$ cat src/rtl/cpu_pkg.sv
// Shared definitions for the fetch front end of the CPU core.
//   state_e       : fetch-sequencer FSM encoding (S_FETCH / S_EXEC)
//   WORD_BYTES    : bytes per instruction word, the sequential PC step
//   OFFSET_W_DEF  : default width of the signed word offset
//   RESET_PC_DEF  : default PC loaded on reset
package cpu_pkg;

    typedef enum logic {
        S_FETCH = 1'b0,
        S_EXEC  = 1'b1
    } state_e;

    localparam int          WORD_BYTES   = 4;
    localparam int          OFFSET_W_DEF = 8;
    localparam logic [31:0] RESET_PC_DEF = 32'h0000_0000;

endpackage

$ cat src/rtl/pc_target_calc.sv
// Next-PC arithmetic: sequential address and branch/jump target, then select.
// Purely combinational; all sums are modulo 2^32.
//   pc_i       : address of the current instruction
//   offset_i   : signed word offset taken from the instruction
//   redirect_i : 1 = take the target (jump or taken branch)
//   next_pc_o  : address of the next instruction
module pc_target_calc
    import cpu_pkg::*;
#(
    parameter int OFFSET_W = OFFSET_W_DEF
) (
    input  logic [31:0]         pc_i,
    input  logic [OFFSET_W-1:0] offset_i,
    input  logic                redirect_i,
    output logic [31:0]         next_pc_o
);

    logic [31:0] seq_pc;
    logic [31:0] offset_ext;
    logic [31:0] tgt_pc;

    assign seq_pc     = pc_i + 32'(WORD_BYTES);
    // Sign-extend the word offset to 32 bits, then scale words to bytes.
    assign offset_ext = {{(32 - OFFSET_W){offset_i[OFFSET_W-1]}}, offset_i};
    assign tgt_pc     = seq_pc + (offset_ext << 2);
    assign next_pc_o  = redirect_i ? tgt_pc : seq_pc;

endmodule

$ cat src/rtl/pc_fetch_sequencer.sv
// Program-counter owner and instruction fetch sequencer.
// Alternates S_FETCH (read instruction memory at PC) and S_EXEC (hold the
// latched instruction for the core, then advance PC on the retiring edge).
//   CLK, RESET            : clock, asynchronous active-high reset
//   STALL                 : freezes S_EXEC while the core is busy
//   JUMP, BRANCH_TAKEN    : redirect requests, sampled on the retiring edge
//   OFFSET                : signed word offset for the redirect target
//   IMEM_READDATA/BUSYWAIT: instruction memory response
//   IMEM_READ/ADDRESS     : instruction memory request (address = PC)
//   PC, INSTRUCTION       : current instruction address and word
//   INSTR_VALID           : 1 while INSTRUCTION is executing
//   INSTR_COUNT           : instructions retired since reset
//   DBG_STATE             : current FSM state, for observation only
// Handshake: a read is requested whenever IMEM_READ=1; the word is accepted
// on the first rising edge where IMEM_BUSYWAIT=0, and never while it is 1.
module pc_fetch_sequencer
    import cpu_pkg::*;
#(
    parameter logic [31:0] RESET_PC = RESET_PC_DEF,
    parameter int          OFFSET_W = OFFSET_W_DEF
) (
    input  logic                CLK,
    input  logic                RESET,
    input  logic                STALL,
    input  logic                JUMP,
    input  logic                BRANCH_TAKEN,
    input  logic [OFFSET_W-1:0] OFFSET,
    input  logic [31:0]         IMEM_READDATA,
    input  logic                IMEM_BUSYWAIT,
    output logic                IMEM_READ,
    output logic [31:0]         IMEM_ADDRESS,
    output logic [31:0]         PC,
    output logic [31:0]         INSTRUCTION,
    output logic                INSTR_VALID,
    output logic [31:0]         INSTR_COUNT,
    output state_e              DBG_STATE
);

    state_e      state_q;
    logic [31:0] pc_q;
    logic [31:0] instr_q;
    logic        valid_q;
    logic [31:0] count_q;
    logic [31:0] next_pc_d;

    pc_target_calc #(
        .OFFSET_W (OFFSET_W)
    ) u_target (
        .pc_i       (pc_q),
        .offset_i   (OFFSET),
        .redirect_i (JUMP | BRANCH_TAKEN),
        .next_pc_o  (next_pc_d)
    );

    always_ff @(posedge CLK or posedge RESET) begin
        if (RESET) begin
            state_q <= S_FETCH;
            pc_q    <= RESET_PC;
            instr_q <= 32'h0;
            valid_q <= 1'b0;
            count_q <= 32'h0;
        end else begin
            case (state_q)
                S_FETCH: begin
                    if (!IMEM_BUSYWAIT) begin
                        instr_q <= IMEM_READDATA;
                        valid_q <= 1'b1;
                        state_q <= S_EXEC;
                    end
                end
                S_EXEC: begin
                    if (!STALL) begin
                        pc_q    <= next_pc_d;
                        valid_q <= 1'b0;
                        count_q <= count_q + 32'd1;
                        state_q <= S_FETCH;
                    end
                end
                default: state_q <= S_FETCH;
            endcase
        end
    end

    // The read request is gated by RESET so an aborted fetch is dropped at once.
    assign IMEM_READ    = (state_q == S_FETCH) && !RESET;
    assign IMEM_ADDRESS = pc_q;
    assign PC           = pc_q;
    assign INSTRUCTION  = instr_q;
    assign INSTR_VALID  = valid_q;
    assign INSTR_COUNT  = count_q;
    assign DBG_STATE    = state_q;

endmodule

$ cat config.mk
export PLATFORM = sky130hd
export DESIGN_NAME = pc_fetch_sequencer
export DESIGN_NICKNAME = d
export VERILOG_FILES = /design/src/rtl/cpu_pkg.sv /design/src/rtl/pc_target_calc.sv /design/src/rtl/pc_fetch_sequencer.sv
export SDC_FILE = /design/constraint.sdc
export NUM_CORES = 1
export LEC_CHECK = 0
export CORE_MARGIN = 2
export CORE_UTILIZATION = 53
export DETAILED_ROUTE_END_ITERATION = 8
export GPL_TIMING_DRIVEN = 0
export HOLD_SLACK_MARGIN = 0.06
export PLACE_DENSITY = 0.9
export SYNTH_ARGS = -nofsm -noshare
export SYNTH_HDL_FRONTEND = slang
export SYNTH_SLANG_ARGS = --single-unit
$ cat constraint.sdc
create_clock -name CLK -period 9.1 [get_ports CLK]
set_input_delay 2.73 -clock CLK [delete_from_list [all_inputs] [get_ports CLK]]
set_output_delay 2.73 -clock CLK [all_outputs]
set_load 0.01 [all_outputs]
# == After elaboration in Yosys (flattened, before gate mapping) ==
# Cells that the tools add are included.
# op_classes
addsub,3
eq_ne,2
muxes,7
bitwise,4
reduce_logical,5
# op_table
op,n
$add 32x1->32 const B,1
$add 32x3->32 const B,1
$add 32x32->32,1
$mux 32,1
$reduce_and 2->1,3
$mux 1,4
$ne 2x2->1 const B,2
$pmux 1 s2,2
$not 1->1,3
$logic_and 1x1->1,1
$logic_not 1->1,1
$or 1x1->1,1
# word_totals
regBits,98
inputBits,46
output_inout_bits,131
elab_cells,26

# == Depth between registers and ports, before layout ==
# Gate-level depths: netlist of the first run.
# logic_depth
depth_word,3
ltp_mapped,17
mapped_depth_nobuf,16

# == Cells and area by module ==
# From an unflattened synthesis of the first run, not the netlist that was laid out.
# unflattened
cells_unflattened,708
area_unflattened_um2,6942.9
# modules_own_cells
module,instances,cells_each,area_per_inst_um2,seq_area_each_um2
pc_fetch_sequencer,1,312,4210.3,2452.4
pc_target_calc,1,396,2732.6,0.0

# == Least setup slack after synthesis of the first run ==
# Ideal clock, no wire load.
# synth_timing
path_type,input -> output
startpoint,input RESET
endpoint,output IMEM_READ
arrival_time_ns,2.887
t_required_ns,6.370
slack_ns,3.483
path_stages,1
path_buffers,0
cell_sequence,nor2_1
# synth_via
elab_chain_cells,2
# synth_lines
element,line,source
start: declaration,pc_fetch_sequencer.sv:23,"input logic RESET,"
$logic_not 1->1,pc_fetch_sequencer.sv:85,assign IMEM_READ = (state_q == S_FETCH) && !RESET;
$logic_and 1x1->1,pc_fetch_sequencer.sv:85,
end: declaration,pc_fetch_sequencer.sv:30,"output logic IMEM_READ,"
# No other way between the ends.

# == Final worst setup path of the first run ==
# Same ends and word-level chain as after synthesis.

==> results of run 1 <==
-- flip-flops by register name (all words and copies together), names as in the netlist --
name	count
INSTR_VALID	1
IMEM_ADDRESS	30
INSTRUCTION	32
INSTR_COUNT	32
DBG_STATE	1
-- final timing paths --
path	from	end	cells past startpoint
max	RESET	IMEM_READ	3
min in group asynchronous	RESET	INSTRUCTION[30]	2
min reg2reg	INSTR_COUNT[31]	INSTR_COUNT[31]	1
max in group asynchronous	RESET	INSTRUCTION[10]	3
max reg2reg	IMEM_ADDRESS[11]	IMEM_ADDRESS[29]	16
min	INSTR_COUNT[31]	INSTR_COUNT[31]	1
-- layer usage --
layer  routed length (um)  up-vias
met4                  621        0
met3                 1310       59
met5                    0        -
li1                     -     2928
met1                 8130     2966
met2                 9430      283
-- worst max-delay path, cell delays in order --
cell and delay, ns:
clkdlybuf4s50_1 0.45, nor2_1 0.10, clkdlybuf4s50_1 0.54
-- metrics by stage --
step	cells	cell area [um2]
4_1_cts	1089	8870
5_1_grt	1089	8860
2_1_floorplan	732	6600
3_3_place_gp	1072	8530
6_report	1089	8860
3_5_place_dp	1073	8560
-- cells by family after synthesis --
logic type / count (synthesis) / synth area share [%]
multiplexers: 33 / 5.62
adder cells (fa/ha/maj): 39 / 7.52
XOR/XNOR: 81 / 10.8
buffers and inverters: 73 / 6.11
AND/OR/NAND/NOR: 243 / 17.6
other: 1 / 0.0569
AO/OA/AOI/OAI: 163 / 15.8
flip-flops: 96 / 36.5
-- Yosys cell counts (3+ instances only) --
cell,instances,area (um2)
a211oi_1,3,22.5
a31oi_1,4,25.0
xor2_1,30,263
inv_1,16,60.1
mux2_2,32,360
a21o_1,20,150
dfrtp_1,96,2400
nand2_1,70,263
o21bai_1,3,22.5
and3_1,17,106
and4_1,7,61.3
and2_1,6,37.5
clkbuf_1,20,75.1
buf_4,34,255
o21ai_1,21,105
a21oi_1,60,300
o31ai_1,3,22.5
nor2_1,65,244
a211o_1,3,26.3
ha_1,38,475
nand3_1,32,160
nor3_1,10,50.1
o22ai_1,6,37.5
nand4_1,18,113
o21a_1,3,22.5
o21ai_0,15,75.1
nand2b_1,6,37.5
xnor2_1,51,447
-- power groups by stage --
stage,clock (uW),combinational [uW],sequential (uW)
after global placement,0,1520,706
final,387,1580,711
after floorplan,0,949,729
after detailed placement,0,1550,713
after CTS,390,1560,706
after global routing,410,1710,732
-- cell type report --
cell class	instances	area, um2	area share [%]
multi-input cells	563	3800	42.8
repair buffers	173	1740	19.7
inverters	17	66.3	0.748
clock buffers	9	225	2.54
flip-flops and latches	96	2400	27.1
plain buffers	56	339	3.83
well taps	168	210	2.37
clock inverters	7	77.6	0.875
==> out/summary.txt, run 1 <==
Status - finished clean
Share of cells above drive strength 1 - 10.9%
Most frequent cells in the layout - clkdlybuf4s50_1 (171), dfrtp_1 (96), nand2_1 (70)
I/O pins - 177
CTS clk-pin slew, worst paths - 0.08 ns
Hold Path Class - reg -> reg
M2 GR Usage - 47.3%
Initial DRT Pass Iterations - 5
Area of the die - 0.0133 mm2
Worst setup margin - 2.54 ns
Num CTS Buffers - 9
Fin util - 73.5%
CP required - 6.37 ns
1st-iter DRT viols - 526
Routed Antenna Nets - 0
Switch Pwr - 1110 uW
Slew Limit Fails - 0
Crit-path max FO - 2
CTS Root Cell - clkbuf_16
# Post-CTS Setup Buffers - 0
Met3 GRT Util - 5.75%
Initial Util - 54.6%
Core box area - 0.0121 mm2
Die width - 116 um
DP Worst Slack - 2.53 ns
Tot Pwr - 2670 uW
Fillers - 858
Port bufs - 172
Worst EP arrival - 3.83 ns
Gr busiest metal - met2
Met1 Use GR - 38.4%
Grt total ovfl - 0
Sw Share - 41.6%
Syn Inst Count - 729
Int Pwr - 1560 uW
GRT Total Usage - 29.2%
Net count, final - 1001
Final setup vio count - 0
Power Density - 302 mW/mm2
Final WL - 19.5 mm
Syn Area/Cell - 9.04 um2
Clock Latency Late Sink - 0.36 ns
Hold-fix buffers, CTS - 0
EDFF count, synth - 0
ANT cells - 0
Fmax - 0.152 GHz
Max-cap violation count - 0
RSZ-0062 raised after global routing - false
Yosys warns - 0
Die Ht - 116 um
Crit Path Category - in -> out
Primary FF master, synth - dfrtp_1
Flop pwr share - 26.6%
Slew headroom - 48.3%
CTS sink count - 96
Async SR Flop Fraction - 100%
Post-CTS Resized - 0
Vias - 6236
Initial antenna violation count - 0
R2R setup slack - 4.68 ns
P&R area growth vs syn - 34.5%
Post-DP HPWL - 14.4 mm
DRC viols - 0
Worst-margin pin slew - 0.775 ns
Worst hold margin - 0.481 ns
Synth Register Bits - 96
First-pass GRT wire length - 30.5 mm
Vias per cell - 5.73
Fin crit share - 72.1%
Std cell rows - 40
Max IR drop VDD - 233 uV
Critical Path End Type - primary output
Leakage power - 0.00387 uW
Htree depth - 3
Largest net degree at the start of global routing - 61
Post-Syn Area - 0.00659 mm2
CTS tree - built
Clock buffer depth - 2
Fin. Hold Viols - 0
Vias in the first global route - 6034
Clock period minus worst slack - 6.56 ns
Post-synthesis sequential area ratio - 36.5%
Per-cell routed wire length - 17.9 um
Clock power share - 14.5%
Setup TNS Final - 0 ns
Commonest non-fill, non-tap cell in the layout - clkdlybuf4s50_1
Comb power frac - 58.9%
Unique masters post-synth - 59
Crit path launch type - primary input
RD Place Congestion - 0.951
Post-Route Skew - 0.00913 ns
Note: power is estimated with default switching activity, not from simulation.
==> run 2: changes to the inputs <==
CORE_UTILIZATION = 50   (was 53)
PLACE_DENSITY = 0.86   (was 0.9)
clock period = 6.1 ns   (was 9.1 ns; I/O delays follow)
==> run 2 against run 1 <==
Effect of this change: register-to-register slack worse by 2.9 ns; sequential cell count unchanged; clock-buffer cell count unchanged; largest cell class unchanged; sequential power up 50%; power up 48%; critical endpoint unchanged; final cell count up 0.37%; hold slack better by 0.012 ns; die area up 5.8%; first-iteration DRC count down 16%.
==> out/summary.txt, run 2 (synthesis gave the netlist of run 1 again) <==
CP cell instances - clkdlybuf4s50_1 -> nor2_1 -> clkdlybuf4s50_1
Per-cell routed wire length - 17.4 um (-2.9%)
Post-Route Skew - 0.00792 ns (-0.00122 ns)
Num CTS Buffers - 9 (unchanged)
Post-CTS Resized - 0 (unchanged)
CP required - 4.27 ns (-2.10 ns)
DRC viols - 0 (unchanged)
Routed Antenna Nets - 0 (unchanged)
Port bufs - 172 (unchanged)
Worst Path Buf+Inv - 2 (unchanged)
Clock buffer depth - 2 (unchanged)
Max IR drop VDD - 316 uV (+35%)
Htree depth - 3 (unchanged)
Power Density - 447 mW/mm2 (+48%)
Net count, final - 1001 (unchanged)
Worst-margin pin slew - 0.737 ns (-0.0384 ns)
Setup TNS Final - 0 ns (unchanged)
P&R area growth vs syn - 34.1%
Hold Path Class - reg -> reg
FF-to-FF path depth - 15 (-1)
Clock Latency Late Sink - 0.35 ns (about the same)
Initial antenna violation count - 0 (unchanged)
CTS sink count - 96 (unchanged)
Fin util - 69.5% (-4.0 points)
I/O pins - 177 (unchanged)
Worst Hold Path EP - INSTR_COUNT[31]
Leakage power - 0.00386 uW (-0.30%)
Area of the die - 0.0141 mm2 (+5.8%)
Crit-path max FO - 2 (unchanged)
Vias - 6155 (-1.3%)
Crit Path Category - in -> out
# Post-CTS Setup Buffers - 0 (unchanged)
1st-iter DRT viols - 441 (-16%)
Initial DRT Pass Iterations - 5 (unchanged)
Crit path launch type - primary input
Most used cell, CP - clkdlybuf4s50_1
CTS tree - built
Final Cell Area - 0.00884 mm2 (-0.24%)
Placed Area - 0.00857 mm2 (about the same)
Worst EP arrival - 2.98 ns (-0.85 ns)
Share of cells above drive strength 1 - 10.9% (unchanged)
Fin crit share - 78.9%
Critical R2R Launch - IMEM_ADDRESS[4]
Status - finished clean
Critical path depth - 3 (unchanged)
Max-cap violation count - 0 (unchanged)
Final setup vio count - 0 (unchanged)
Commonest non-fill, non-tap cell in the layout - clkdlybuf4s50_1
CP max stage cell - clkdlybuf4s50_1
Fmax - 0.208 GHz
Largest net degree at the start of global routing - 59 (-3.3%)
Die width - 119 um (+2.9%)
R2R setup slack - 1.82 ns (-2.86 ns)
Hold-fix buffers, CTS - 0 (unchanged)
DP Worst Slack - 0.477 ns (-2.05 ns)
GRT Total Usage - 27.2% (-2.0 points)
Crit path largest cell delay - 0.54 ns (about the same)
Most frequent cells in the layout - clkdlybuf4s50_1 (171), dfrtp_1 (96), nand2_1 (70)
CTS clk-pin slew, worst paths - 0.07 ns (about the same)
Die Ht - 119 um (+2.9%)
Critical Path End Type - primary output
Post-DP HPWL - 14.2 mm (-1.3%)
Final WL - 19.0 mm (-2.5%)
Slew Limit Fails - 0 (unchanged)
Worst setup margin - 1.29 ns (-1.25 ns)
Slew headroom - 50.9% (+2.6 points)
Std cell rows - 41 (+2.5%)
Largest delay contributor family on the critical path - buffers and inverters
Fin. Hold Viols - 0 (unchanged)
Grt total ovfl - 0 (unchanged)
RD Place Congestion - 0.959 (+0.85%)
Hold Crit Depth - 1 (unchanged)
Core box area - 0.0127 mm2 (+5.5%)
Hold Path Origin - INSTR_COUNT[31]
RSZ-0062 raised after global routing - false
Reg-to-Reg End - IMEM_ADDRESS[29]
Clock period minus worst slack - 4.81 ns
Vias per cell - 5.63 (-1.7%)
First-pass GRT wire length - 30.7 mm (+0.63%)
Initial Util - 51.8% (-2.8 points)
Worst hold margin - 0.493 ns (+0.0117 ns)
CTS Root Cell - clkbuf_16
ANT cells - 0 (unchanged)
Vias in the first global route - 5913 (-2.0%)
-- run 2: cell types whose count changed in the layout (fill, tap and decap cells not counted) --
cell | previous run | this run
clkinv_2 | 0 | 2
clkinv_8 | 2 | 0
clkbuf_2 | 1 | 0
clkinv_4 | 1 | 0
buf_2 | 1 | 2
inv_6 | 2 | 3
clkinvlp_4 | 1 | 2
inv_8 | 1 | 0
-- run 2: worst max-delay path by stage --
stage               from                to  slack, ns
2_1_floorplan      RESET         DBG_STATE       1.76
3_3_place_gp       RESET  IMEM_ADDRESS[14]       0.22
3_5_place_dp   OFFSET[7]  IMEM_ADDRESS[29]       0.48
4_1_cts        OFFSET[7]  IMEM_ADDRESS[29]       0.84
5_1_grt            RESET         IMEM_READ       1.26
6_report           RESET         IMEM_READ       1.29
-- run 2: area by class of cell --
cell class                      instances  area [um2]
Buffer                                 56         339
Clock buffer                            9         225
Clock inverter                          7        51.3
Fill cell                            1027        3880
Inverter                               17        66.3
Multi-Input combinational cell        563        3800
Sequential cell                        96        2400
Tap cell                              172         215
Timing Repair Buffer                  173        1740
-- run 2: report_power, final --
part	switching [uW]	leakage, uW	internal, uW
registers	260	0.00117	805
logic	1110	0.00255	1230
clock network	266	0.000133	280
-- run 2: metrics by stage --
| stage | instances | power (uW) |
|---|---|---|
| 6_report | 1093 | 3950 |
| 3_5_place_dp | 1077 | 3380 |
| 3_3_place_gp | 1076 | 3330 |
| 4_1_cts | 1093 | 3940 |
| 5_1_grt | 1093 | 4230 |
| 2_1_floorplan | 732 | 2500 |
-- run 2: metal layers --
metal | global-route usage (%) | up-vias | part of all wire [%]
li1 | - | 2920 | -
met1 | 36.3 | 2922 | 42
met2 | 44.0 | 271 | 48
met3 | 4.49 | 42 | 7.3
met4 | 10.9 | 0 | 2.9
met5 | 0 | - | 0
-- run 2: worst reg2reg max path, cell delays in order, from the launching register on --
cell      delay (ns)
dfrtp_1         0.53
and4_1          0.40
and3_1          0.37
and4_1          0.37
and4_1          0.29
xor2_1          0.17
ha_1            0.31
nand2_1         0.10
o21ai_1         0.08
or4_4           0.45
a211oi_2        0.21
o21ai_2         0.12
a31oi_4         0.22
o21ai_2         0.09
xor2_1          0.14
a221o_1         0.32
==> run 3: changes to the inputs <==
clock period = 4.9 ns   (was 6.1 ns; I/O delays follow)
==> results of run 3 <==
Same layout as run 2 (identical final DEF). Status: finished clean.
Main changes from that run: setup slack after placement 0.477 ns -> -0.363 ns; setup slack after layout 1.29 ns -> 0.589 ns; start point of the critical path RESET -> OFFSET[0]; end point of the critical path IMEM_READ -> IMEM_ADDRESS[26]; register-to-register setup slack 1.82 ns -> 0.62 ns; total power 3950 uW -> 4920 uW; worst IR drop on VDD 316 uV -> 393 uV
